### src/rtl/bcd_add_if.sv
// Request/acknowledge bus between bcd_add_controller and bcd_add_datapath,
// plus the operand switches and the display/busy outputs.
interface bcd_add_if #(
  parameter int DIGITS = 2
);
  logic [4*DIGITS-1:0] sw;
  logic                bcd_init;
  logic                bcd_init_ack;
  logic                bcd_load_a;
  logic                bcd_load_a_ack;
  logic                bcd_load_b;
  logic                bcd_load_b_ack;
  logic                bcd_display_a;
  logic                bcd_display_a_ack;
  logic                bcd_display_b;
  logic                bcd_display_b_ack;
  logic                bcd_add;
  logic                bcd_add_ack;
  logic                bcd_display_result_ls;
  logic                bcd_display_result_ls_ack;
  logic                bcd_display_result_ms;
  logic                bcd_display_result_ms_ack;
  logic [4*DIGITS-1:0] display;
  logic                busy;

  // 4-phase handshake: the master raises a request and holds it, the slave raises
  // the matching ack and holds it while the request stays high; the master drops
  // the request, the slave drops the ack, and only then is a new request accepted.
  modport master (
    output sw, bcd_init, bcd_load_a, bcd_load_b, bcd_display_a, bcd_display_b,
           bcd_add, bcd_display_result_ls, bcd_display_result_ms,
    input  bcd_init_ack, bcd_load_a_ack, bcd_load_b_ack, bcd_display_a_ack,
           bcd_display_b_ack, bcd_add_ack, bcd_display_result_ls_ack,
           bcd_display_result_ms_ack, display, busy
  );

  modport slave (
    input  sw, bcd_init, bcd_load_a, bcd_load_b, bcd_display_a, bcd_display_b,
           bcd_add, bcd_display_result_ls, bcd_display_result_ms,
    output bcd_init_ack, bcd_load_a_ack, bcd_load_b_ack, bcd_display_a_ack,
           bcd_display_b_ack, bcd_add_ack, bcd_display_result_ls_ack,
           bcd_display_result_ms_ack, display, busy
  );
endinterface

### src/rtl/bcd_add_datapath.sv
// Responder for the BCD adder controller: holds operands A/B, performs a digit-serial
// BCD add into R and drives the display register, answering each request with its ack.
module bcd_add_datapath #(
  parameter int DIGITS = 2
) (
  input  logic                  clk_i,
  input  logic                  rst_n_i,
  bcd_add_if.slave              bus,
  output logic [1:0]            dbg_state_o,
  output logic [4*DIGITS+3:0]   dbg_r_o
);
  localparam int IDXW = (DIGITS > 1) ? $clog2(DIGITS) : 1;

  typedef enum logic [1:0] {ST_IDLE = 2'd0, ST_ADD = 2'd1, ST_ACK = 2'd2} state_e;
  // Index order is also the service priority, lowest index wins.
  typedef enum logic [2:0] {
    OP_INIT = 3'd0, OP_LOAD_A = 3'd1, OP_LOAD_B = 3'd2, OP_ADD = 3'd3,
    OP_DISP_A = 3'd4, OP_DISP_B = 3'd5, OP_LS = 3'd6, OP_MS = 3'd7
  } op_e;

  state_e              state_q, state_d;
  op_e                 op_q, op_d;
  logic [4*DIGITS-1:0] a_q, a_d, b_q, b_d, disp_q, disp_d;
  logic [4*DIGITS+3:0] r_q, r_d;
  logic [IDXW-1:0]     idx_q, idx_d;
  logic                carry_q, carry_d;
  logic [7:0]          ack_q, ack_d;
  logic [7:0]          req;
  logic [2:0]          win;
  logic [3:0]          a_dig, b_dig;
  logic [4:0]          sum;

  function automatic logic [4*DIGITS-1:0] sat(input logic [4*DIGITS-1:0] v);
    logic [4*DIGITS-1:0] o;
    o = v;
    for (int i = 0; i < DIGITS; i++)
      if (v[4*i +: 4] > 4'd9) o[4*i +: 4] = 4'd9;
    return o;
  endfunction

  assign req = {bus.bcd_display_result_ms, bus.bcd_display_result_ls, bus.bcd_display_b,
                bus.bcd_display_a, bus.bcd_add, bus.bcd_load_b, bus.bcd_load_a,
                bus.bcd_init};

  always_comb begin
    win = 3'd0;
    for (int i = 7; i >= 0; i--)
      if (req[i]) win = 3'(i);
  end

  assign a_dig = a_q[4*int'(idx_q) +: 4];
  assign b_dig = b_q[4*int'(idx_q) +: 4];
  assign sum   = {1'b0, a_dig} + {1'b0, b_dig} + {4'b0, carry_q};

  always_comb begin
    state_d = state_q;
    op_d    = op_q;
    a_d     = a_q;
    b_d     = b_q;
    r_d     = r_q;
    disp_d  = disp_q;
    idx_d   = idx_q;
    carry_d = carry_q;
    ack_d   = ack_q;
    case (state_q)
      ST_IDLE: begin
        if (|req) begin
          op_d = op_e'(win);
          if (op_e'(win) == OP_ADD) begin
            idx_d   = '0;
            carry_d = 1'b0;
            state_d = ST_ADD;
          end else begin
            ack_d   = 8'b1 << win;
            state_d = ST_ACK;
            case (op_e'(win))
              OP_INIT: begin
                a_d    = '0;
                b_d    = '0;
                r_d    = '0;
                disp_d = '0;
              end
              OP_LOAD_A: a_d    = sat(bus.sw);
              OP_LOAD_B: b_d    = sat(bus.sw);
              OP_DISP_A: disp_d = a_q;
              OP_DISP_B: disp_d = b_q;
              OP_LS:     disp_d = r_q[4*DIGITS-1:0];
              OP_MS: begin
                disp_d      = '0;
                disp_d[3:0] = r_q[4*DIGITS +: 4];
              end
              default: ;
            endcase
          end
        end
      end
      ST_ADD: begin
        // One digit per cycle; the add runs to completion even if the request drops.
        if (sum > 5'd9) begin
          r_d[4*int'(idx_q) +: 4] = 4'(sum - 5'd10);
          carry_d = 1'b1;
        end else begin
          r_d[4*int'(idx_q) +: 4] = sum[3:0];
          carry_d = 1'b0;
        end
        if (idx_q == IDXW'(DIGITS - 1)) begin
          r_d[4*DIGITS +: 4] = {3'b0, carry_d};
          ack_d   = 8'b1 << OP_ADD;
          state_d = ST_ACK;
        end else begin
          idx_d = idx_q + 1'b1;
        end
      end
      ST_ACK: begin
        if (!req[op_q]) begin
          ack_d   = '0;
          state_d = ST_IDLE;
        end
      end
      default: state_d = ST_IDLE;
    endcase
  end

  always_ff @(posedge clk_i or negedge rst_n_i) begin
    if (!rst_n_i) begin
      state_q <= ST_IDLE;
      op_q    <= OP_INIT;
      a_q     <= '0;
      b_q     <= '0;
      r_q     <= '0;
      disp_q  <= '0;
      idx_q   <= '0;
      carry_q <= 1'b0;
      ack_q   <= '0;
    end else begin
      state_q <= state_d;
      op_q    <= op_d;
      a_q     <= a_d;
      b_q     <= b_d;
      r_q     <= r_d;
      disp_q  <= disp_d;
      idx_q   <= idx_d;
      carry_q <= carry_d;
      ack_q   <= ack_d;
    end
  end

  assign bus.bcd_init_ack              = ack_q[OP_INIT];
  assign bus.bcd_load_a_ack            = ack_q[OP_LOAD_A];
  assign bus.bcd_load_b_ack            = ack_q[OP_LOAD_B];
  assign bus.bcd_add_ack               = ack_q[OP_ADD];
  assign bus.bcd_display_a_ack         = ack_q[OP_DISP_A];
  assign bus.bcd_display_b_ack         = ack_q[OP_DISP_B];
  assign bus.bcd_display_result_ls_ack = ack_q[OP_LS];
  assign bus.bcd_display_result_ms_ack = ack_q[OP_MS];
  assign bus.display                   = disp_q;
  assign bus.busy                      = (state_q != ST_IDLE);
  assign dbg_state_o                   = state_q;
  assign dbg_r_o                       = r_q;
endmodule

### src/flat_wrapper.sv
// flat-port wrapper written by rule: the top's interface ports become plain ports
module bcd_add_datapath_flat 
#(
  parameter int DIGITS = 2
)
  (clk_i, rst_n_i, dbg_state_o, dbg_r_o, bus_sw, bus_bcd_init, bus_bcd_load_a, bus_bcd_load_b, bus_bcd_display_a, bus_bcd_display_b, bus_bcd_add, bus_bcd_display_result_ls, bus_bcd_display_result_ms, bus_bcd_init_ack, bus_bcd_load_a_ack, bus_bcd_load_b_ack, bus_bcd_display_a_ack, bus_bcd_display_b_ack, bus_bcd_add_ack, bus_bcd_display_result_ls_ack, bus_bcd_display_result_ms_ack, bus_display, bus_busy);
  bcd_add_if #(.DIGITS(DIGITS)) bus_i ();
  input  logic clk_i;
  input  logic rst_n_i;
  output logic [1:0] dbg_state_o;
  output logic [4*DIGITS+3:0] dbg_r_o;
  input wire logic [$bits(bus_i.sw)-1:0] bus_sw;
  input wire logic [$bits(bus_i.bcd_init)-1:0] bus_bcd_init;
  input wire logic [$bits(bus_i.bcd_load_a)-1:0] bus_bcd_load_a;
  input wire logic [$bits(bus_i.bcd_load_b)-1:0] bus_bcd_load_b;
  input wire logic [$bits(bus_i.bcd_display_a)-1:0] bus_bcd_display_a;
  input wire logic [$bits(bus_i.bcd_display_b)-1:0] bus_bcd_display_b;
  input wire logic [$bits(bus_i.bcd_add)-1:0] bus_bcd_add;
  input wire logic [$bits(bus_i.bcd_display_result_ls)-1:0] bus_bcd_display_result_ls;
  input wire logic [$bits(bus_i.bcd_display_result_ms)-1:0] bus_bcd_display_result_ms;
  output wire logic [$bits(bus_i.bcd_init_ack)-1:0] bus_bcd_init_ack;
  output wire logic [$bits(bus_i.bcd_load_a_ack)-1:0] bus_bcd_load_a_ack;
  output wire logic [$bits(bus_i.bcd_load_b_ack)-1:0] bus_bcd_load_b_ack;
  output wire logic [$bits(bus_i.bcd_display_a_ack)-1:0] bus_bcd_display_a_ack;
  output wire logic [$bits(bus_i.bcd_display_b_ack)-1:0] bus_bcd_display_b_ack;
  output wire logic [$bits(bus_i.bcd_add_ack)-1:0] bus_bcd_add_ack;
  output wire logic [$bits(bus_i.bcd_display_result_ls_ack)-1:0] bus_bcd_display_result_ls_ack;
  output wire logic [$bits(bus_i.bcd_display_result_ms_ack)-1:0] bus_bcd_display_result_ms_ack;
  output wire logic [$bits(bus_i.display)-1:0] bus_display;
  output wire logic [$bits(bus_i.busy)-1:0] bus_busy;
  assign bus_i.sw = bus_sw;
  assign bus_i.bcd_init = bus_bcd_init;
  assign bus_i.bcd_load_a = bus_bcd_load_a;
  assign bus_i.bcd_load_b = bus_bcd_load_b;
  assign bus_i.bcd_display_a = bus_bcd_display_a;
  assign bus_i.bcd_display_b = bus_bcd_display_b;
  assign bus_i.bcd_add = bus_bcd_add;
  assign bus_i.bcd_display_result_ls = bus_bcd_display_result_ls;
  assign bus_i.bcd_display_result_ms = bus_bcd_display_result_ms;
  assign bus_bcd_init_ack = bus_i.bcd_init_ack;
  assign bus_bcd_load_a_ack = bus_i.bcd_load_a_ack;
  assign bus_bcd_load_b_ack = bus_i.bcd_load_b_ack;
  assign bus_bcd_display_a_ack = bus_i.bcd_display_a_ack;
  assign bus_bcd_display_b_ack = bus_i.bcd_display_b_ack;
  assign bus_bcd_add_ack = bus_i.bcd_add_ack;
  assign bus_bcd_display_result_ls_ack = bus_i.bcd_display_result_ls_ack;
  assign bus_bcd_display_result_ms_ack = bus_i.bcd_display_result_ms_ack;
  assign bus_display = bus_i.display;
  assign bus_busy = bus_i.busy;
  bcd_add_datapath #(.DIGITS(DIGITS)) u_core (.clk_i(clk_i), .rst_n_i(rst_n_i), .bus(bus_i), .dbg_state_o(dbg_state_o), .dbg_r_o(dbg_r_o));
endmodule
### config.mk
export PLATFORM = sky130hd
export DESIGN_NAME = bcd_add_datapath_flat
export DESIGN_NICKNAME = d
export VERILOG_FILES = /design/src/rtl/bcd_add_if.sv /design/src/rtl/bcd_add_datapath.sv /design/src/flat_wrapper.sv
export SDC_FILE = /design/constraint.sdc
export NUM_CORES = 1
export LEC_CHECK = 0
export BUFFER_PORTS_ARGS = -buffer_cell sky130_fd_sc_hd__buf_4
export CORE_MARGIN = 4
export CORE_UTILIZATION = 57
export CTS_CLUSTER_SIZE = 16
export DETAILED_ROUTE_END_ITERATION = 8
export PLACE_DENSITY = 0.81
export SYNTH_ARGS = -nofsm -noshare
export SYNTH_HDL_FRONTEND = slang
export SYNTH_SLANG_ARGS = --single-unit
### constraint.sdc
create_clock -name clk_i -period 3.7 [get_ports clk_i]
set_input_delay 0.185 -clock clk_i [delete_from_list [all_inputs] [get_ports clk_i]]
set_output_delay 0.185 -clock clk_i [all_outputs]
set_load 0.1 [all_outputs]
== Yosys cells after proc, flatten, opt, wreduce, memory -nomap -nowiden ==
Cells that the tools add are included.

* $add $sub $neg: 5
* Magnitude comparators: 4
* Equality and inequality tests: 15
* Shift operators: 6
* Mux-type cells: 39
* Bitwise operators: 1
* Reductions and logical operators: 17

{| class="wikitable"
|+ Operator list
! kind !! number
|-
| 4-bit by 33-bit indexed part select with 12-bit output || 2
|-
| 12-bit 2-to-1 mux || 4
|-
| 8-bit case mux with 5 select lines || 1
|-
| 3-bit negation with 33-bit output || 1
|-
| 4-bit by 33-bit variable shift with 12-bit output (first input constant) || 1
|-
| 8-bit 2-to-1 mux || 4
|-
| 8-bit case mux with 2 select lines || 2
|-
| 12-bit bitwise mux || 2
|-
| 3-bit 2-to-1 mux || 8
|-
| 12-bit case mux with 2 select lines || 1
|-
| 8-bit case mux with 3 select lines || 1
|-
| 4-bit AND reduction || 4
|-
| 8-bit by 4-bit indexed part select with 4-bit output || 2
|-
| 3-bit equality test (second input constant) || 4
|-
| 4-bit 2-to-1 mux || 3
|-
| 4-bit greater-than comparator (second input constant) || 2
|-
| 2-bit 2-to-1 mux || 4
|-
| 2-bit nonzero test || 4
|-
| 8-bit OR reduction || 1
|-
| 1-bit by 3-bit left shift with 8-bit output (first input constant) || 1
|-
| 3-bit by 2-bit equality test with 1-bit output (second input constant) || 2
|-
| 2-bit by 1-bit != test with 1-bit output (second input constant) || 3
|-
| 2-bit != test (second input constant) || 3
|-
| 2-bit case mux with 3 select lines || 1
|-
| other kinds (20) || 26
|}

* Register bits after elaboration: 51
* Input bits: 18
* Output and inout bits: 31
* Logic and storage cells: 96

== Longest topological paths before layout ==
* Depth in word-level cells: 13
* Depth in mapped cells: 10

== Least setup slack after synthesis ==
Ideal clock, no wire load.

* Kind: register -> register
* Start point: reg u_core.state_q[0] (netlist: u_core.dbg_state_o[0])
* End point: reg u_core.state_q[0] (netlist: u_core.dbg_state_o[0])
* Data arrival time: 2.753 ns
* Path slack: 0.771 ns
* Stages on the path, launching flop included: 6
* Path buffers: 1
* Period minus slack after synthesis: 2.929 ns
* Cell sequence: dfrtp_1 -> inv_1 -> ha_1 -> inv_1 -> clkbuf_1 -> o21bai_1

* Word-level cells in the longest chain between the ends: 3
* Elaborated cells on any way between the ends: 8

{| class="wikitable"
|+ RTL lines
! element !! line !! source
|-
| start: declaration || bcd_add_datapath.sv:21 || <nowiki>state_e state_q, state_d;</nowiki>
|-
| start signal: assignment || bcd_add_datapath.sv:136 || <nowiki>state_q <= state_d;</nowiki>
|-
| 2-bit equality test, or another cell as far along || bcd_add_datapath.sv:65 || <nowiki>case (state_q)</nowiki>
|-
| 2-bit != test (no source line) or 2-bit by 1-bit != test with 1-bit output (tied branches) || - ||
|-
| 3-bit AND reduction (no source line) || - ||
|}

Several ways; a longest one is shown, not always the timed one.
A chain may end at the register's enable or synchronous reset.

== Worst setup path after layout ==
* Start point: reg u_core.idx_q
* End point: reg u_core.r_q[2] (netlist: u_core.dbg_r_o[2])

* Word-level cells in the longest chain between the ends: 8
* Elaborated cells on any way between the ends: 14

{| class="wikitable"
|+ RTL lines
! element !! line !! source
|-
| start: declaration || bcd_add_datapath.sv:25 || <nowiki>logic [IDXW-1:0] idx_q, idx_d;</nowiki>
|-
| start signal: assignment || bcd_add_datapath.sv:142 || <nowiki>idx_q <= idx_d;</nowiki>
|-
| 8-bit by 4-bit indexed part select with 4-bit output, on equally long branches || bcd_add_datapath.sv:51, bcd_add_datapath.sv:52 ||
|-
| 4-bit by 4-bit adder with 5-bit output || bcd_add_datapath.sv:53 || <nowiki>assign sum = {1'b0, a_dig} + {1'b0, b_dig} + {4'b0, carry_q};</nowiki>
|-
| 5-bit by 1-bit adder with 5-bit output || bcd_add_datapath.sv:53 ||
|-
| 4-bit subtractor || bcd_add_datapath.sv:100 || <nowiki>r_d[4*int'(idx_q) +: 4] = 4'(sum - 5'd10);</nowiki>
|-
| 4-bit by 33-bit indexed part select with 12-bit output || bcd_add_datapath.sv:100 ||
|-
| 12-bit bitwise mux || bcd_add_datapath.sv:100 ||
|-
| 12-bit 2-to-1 mux (*) || bcd_add_datapath.sv:99 || <nowiki>if (sum > 5'd9) begin</nowiki>
|-
| 12-bit case mux with 2 select lines (*) || bcd_add_datapath.sv:65 ||
|-
| end signal: assignment || bcd_add_datapath.sv:140 || <nowiki>r_q <= r_d;</nowiki>
|-
| end: declaration || bcd_add_datapath.sv:24 || <nowiki>logic [4*DIGITS+3:0] r_q, r_d;</nowiki>
|}

Mark *: on every way between the ends. The rest lies on a longest branch, timed or not.

==> metrics.md <==
| Metric | Value |
|---|---|
| Status | `finished clean` |
| Clock latency on the worst-skew pair | `0.30 ns` |
| Critical Path RT | `3.89 ns` |
| Final number of hold-violating endpoints | `0` |
| Crit Path Class | `register to register` |
| Vias in the first global route | `2293` |
| Final Cell Area | `3410 sq um` |
| Height of the die | `80.0 microns` |
| Layout area overhead | `15.5%` |
| Synth Flop Type | `dfrtp_1` |
| Hold path startpoint | `bus_sw[1]` |
| Critical Path, Cell by Cell | `mux2_2 > fa_1 > inv_1 > fa_1 > xor2_1 > nand2_1 > a311oi_2 > mux2i_1 > o21ai_1` |
| Vias per inst | `6.02` |
| Nets | `369` |
| Most used cell along the critical path | `fa_1` |
| DRT Pass-1 Iters | `4` |
| Root Driver | `clkbuf_8` |
| # port buffers | `45` |
| Critical path's slowest cell | `dfrtp_1` |
| DR iter-0 viols | `203` |
| HP Class | `input port to register` |
| Hold-critical path depth | `3` |
| Core ar. | `4880 sq um` |
| Synth cell types | `58` |
| Worst-path clk slew | `0.09 ns` |
| Syn Inst Count | `302` |
| Critical path arrival | `3.44 ns` |
| Setup_tns | `0 ns` |
| Reg2reg setup slack | `0.45 ns` |
| Share of cells above drive strength 1 | `21.1%` |
| Post-route ant nets | `0` |
| Reg2reg path depth | `9` |
| Static leakage | `1.58 nW` |
| Die footprint | `6400 sq um` |
| Worst r2r dst | `u_core.dbg_r_o[2]$_DFFE_PN0P_` |
| Final slew viol count | `0` |
| Setup crit end kind | `register` |
| Placed instance area | `3310 sq um` |
| Crit path max fanout | `19` |
| Row cnt | `25` |
| Ant. Diodes | `0` |
| FFs w/ async S/R, synth | `100%` |
| Largest net degree at the start of global routing | `49` |
| WL/cell | `16.8 microns` |
| RSZ-0062 raised after global routing | `false` |
| Routed WL | `6870 microns` |
| Peak supply drop | `435 uV` |
| Max Cap Viol | `0` |
| EDFF count, synth | `0` |
| Worst flop-to-flop path startpoint | `u_core.idx_q$_DFFE_PN0P_` |
| Crit path time final | `3.25 ns` |
| DP Wirelength | `5030 microns` |
| Final RePlAce weighted congestion | `0.842` |
| DRC viols | `0` |
| Die width | `80.0 microns` |
| H-tree Lvls | `2` |
| Global-route wire length before repair | `11400 microns` |
| Initial Utilization | `60.6%` |
| Register area share after synthesis | `40.6%` |
| Avg Inst Size Synth | `9.79 sq um` |
| F_max | `0.307 GHz` |
| Post-CTS setup buffer count | `0` |
| Final number of setup-violating endpoints | `0` |
| Power density cells | `668 nW/um^2` |
| Initial antenna violation count | `0` |
| Worst Hold End | `u_core.b_q[1]$_DFFE_PN0P_` |
| Worst setup SP type | `register` |
| CTS Buffer Depth | `2` |
| Fin crit share | `88.0%` |
| CTS tree | `built` |
| Worst Setup SP | `u_core.idx_q$_DFFE_PN0P_` |
| Io pins | `49` |
| Clock skew | `0.0105 ns` |
| Slew HR | `50.5%` |
| Synth warn | `0` |
| CP max stage delay | `0.73 ns` |
| Syn Std Cell Area | `2960 sq um` |
| Clock sinks | `48` |
| Worst Max-Slew Pin Slew | `0.738 ns` |
| Vias | `2462` |
| All-Layer GR Usage | `22.8%` |
| Synthesized flop and latch total | `48` |
| CTS Buf Count | `5` |
| Total gr overflow | `0` |
## Yosys cell counts (3+ instances only)
cell type   n  share of area, %
a21o_1      5               1.3
a21oi_1    12               2.0
a31oi_1     8               1.7
buf_4       3              0.76
clkbuf_1   10               1.3
dfrtp_1    48                41
ha_1        8               3.4
inv_1      19               2.4
mux2_1      6               2.3
mux2_2      7               2.7
mux2_4      4               2.0
mux2i_1    12               4.1
nand2_1    28               3.6
nand2b_1    8               1.7
nand3_1     3              0.51
nor2_1     15               1.9
nor2b_1     9               1.9
o21a_1      3              0.76
o21ai_0    10               1.7
o21ai_1    18               3.0
o21bai_1    3              0.76
o221ai_1    8               2.4
o2bb2ai_1   7               2.1
## power by group
part	switching, mW	internal, mW
clock	0.168	0.153
combinational	0.776	0.424
sequential	0.130	0.629
total	1.07	1.21
## cells in the final DEF (no fill, tap or decap), types with 9 or more instances in the layout
cell type and n:
a21oi_1 12, buf_4 46, dfrtp_1 48, inv_1 19, mux2i_1 12, nand2_1 28
nor2_1 15, nor2b_1 9, o21ai_0 10, o21ai_1 18
## metal layers
metal / track usage, % / up-vias / routed length (microns)
met4: 7.09 / 0 / 137
met2: 35.3 / 91 / 3140
li1: - / 1179 / -
met1: 31.9 / 1178 / 3110
met3: 5.08 / 14 / 484
met5: 0 / - / 0
## logic make-up after synthesis
logic type | Yosys count | synth area share (%)
compound gates | 91 | 21.1
xor+xnor | 1 | 0.296
fa+ha+maj | 10 | 4.74
buf+inv | 36 | 5.04
flops | 48 | 40.6
mux | 31 | 12.6
other cells | 1 | 0.127
simple gates | 84 | 15.5
## worst max-delay path: cells and delay by family, from the launching register on
family / cells / cell delay, ns
flops: 1 / 0.73
buf+inv: 1 / 0.08
fa+ha+maj: 2 / 0.62
compound gates: 2 / 0.48
simple gates: 1 / 0.13
xor+xnor: 1 / 0.36
mux: 2 / 0.71
## sequential cells by signal, summed over array words and instances, names as in the netlist
register            flops
u_core.dbg_state_o      2
u_core.b_q              8
u_core.bus.display      8
u_core.ack_q            8
u_core.carry_q          1
u_core.a_q              8
u_core.idx_q            1
u_core.op_q             3
u_core.dbg_r_o          9
## stage by stage
step / power [mW] / hold WS (ns) / utilization, % / std cells / setup slack [ns]
floorplan: 1.70 / -0.111 / - / 304 / 0.771
global placement: 1.93 / 0.235 / 67.9 / 400 / 0.649
detailed placement: 1.95 / 0.233 / 67.9 / 400 / 0.517
CTS: 2.28 / 0.135 / 70.0 / 409 / 0.473
global route: 2.43 / 0.152 / 70.0 / 409 / 0.224
finish: 2.28 / 0.144 / 70.0 / 409 / 0.446
## worst max path at each step
stage | to | slack (ns) | cells after the start
after floorplan | u_core.dbg_state_o[0]$_DFFE_PN0P_ | 0.77 | 5
after global placement | u_core.dbg_r_o[6]$_DFFE_PN0P_ | 0.65 | 9
after detailed placement | u_core.dbg_r_o[2]$_DFFE_PN0P_ | 0.52 | 9
after CTS | u_core.dbg_r_o[2]$_DFFE_PN0P_ | 0.47 | 9
after global routing | u_core.dbg_r_o[2]$_DFFE_PN0P_ | 0.22 | 9
final | u_core.dbg_r_o[2]$_DFFE_PN0P_ | 0.45 | 9
## cell type report
cell class,instances,area (sq um)
Sequential cell,48,1200
Tap cell,67,83.8
Multi-Input combinational cell,220,1610
Fill cell,404,1470
Clock buffer,8,90.1
Inverter,19,71.3
Timing Repair Buffer,47,355
## timing repair
item	in CTS	in global routing
endpoints found under the setup margin	0	0
endpoints found under the hold margin	48	0
resized for setup	0	0
hold buffers	1	0
(Power assumes the default switching activity.)
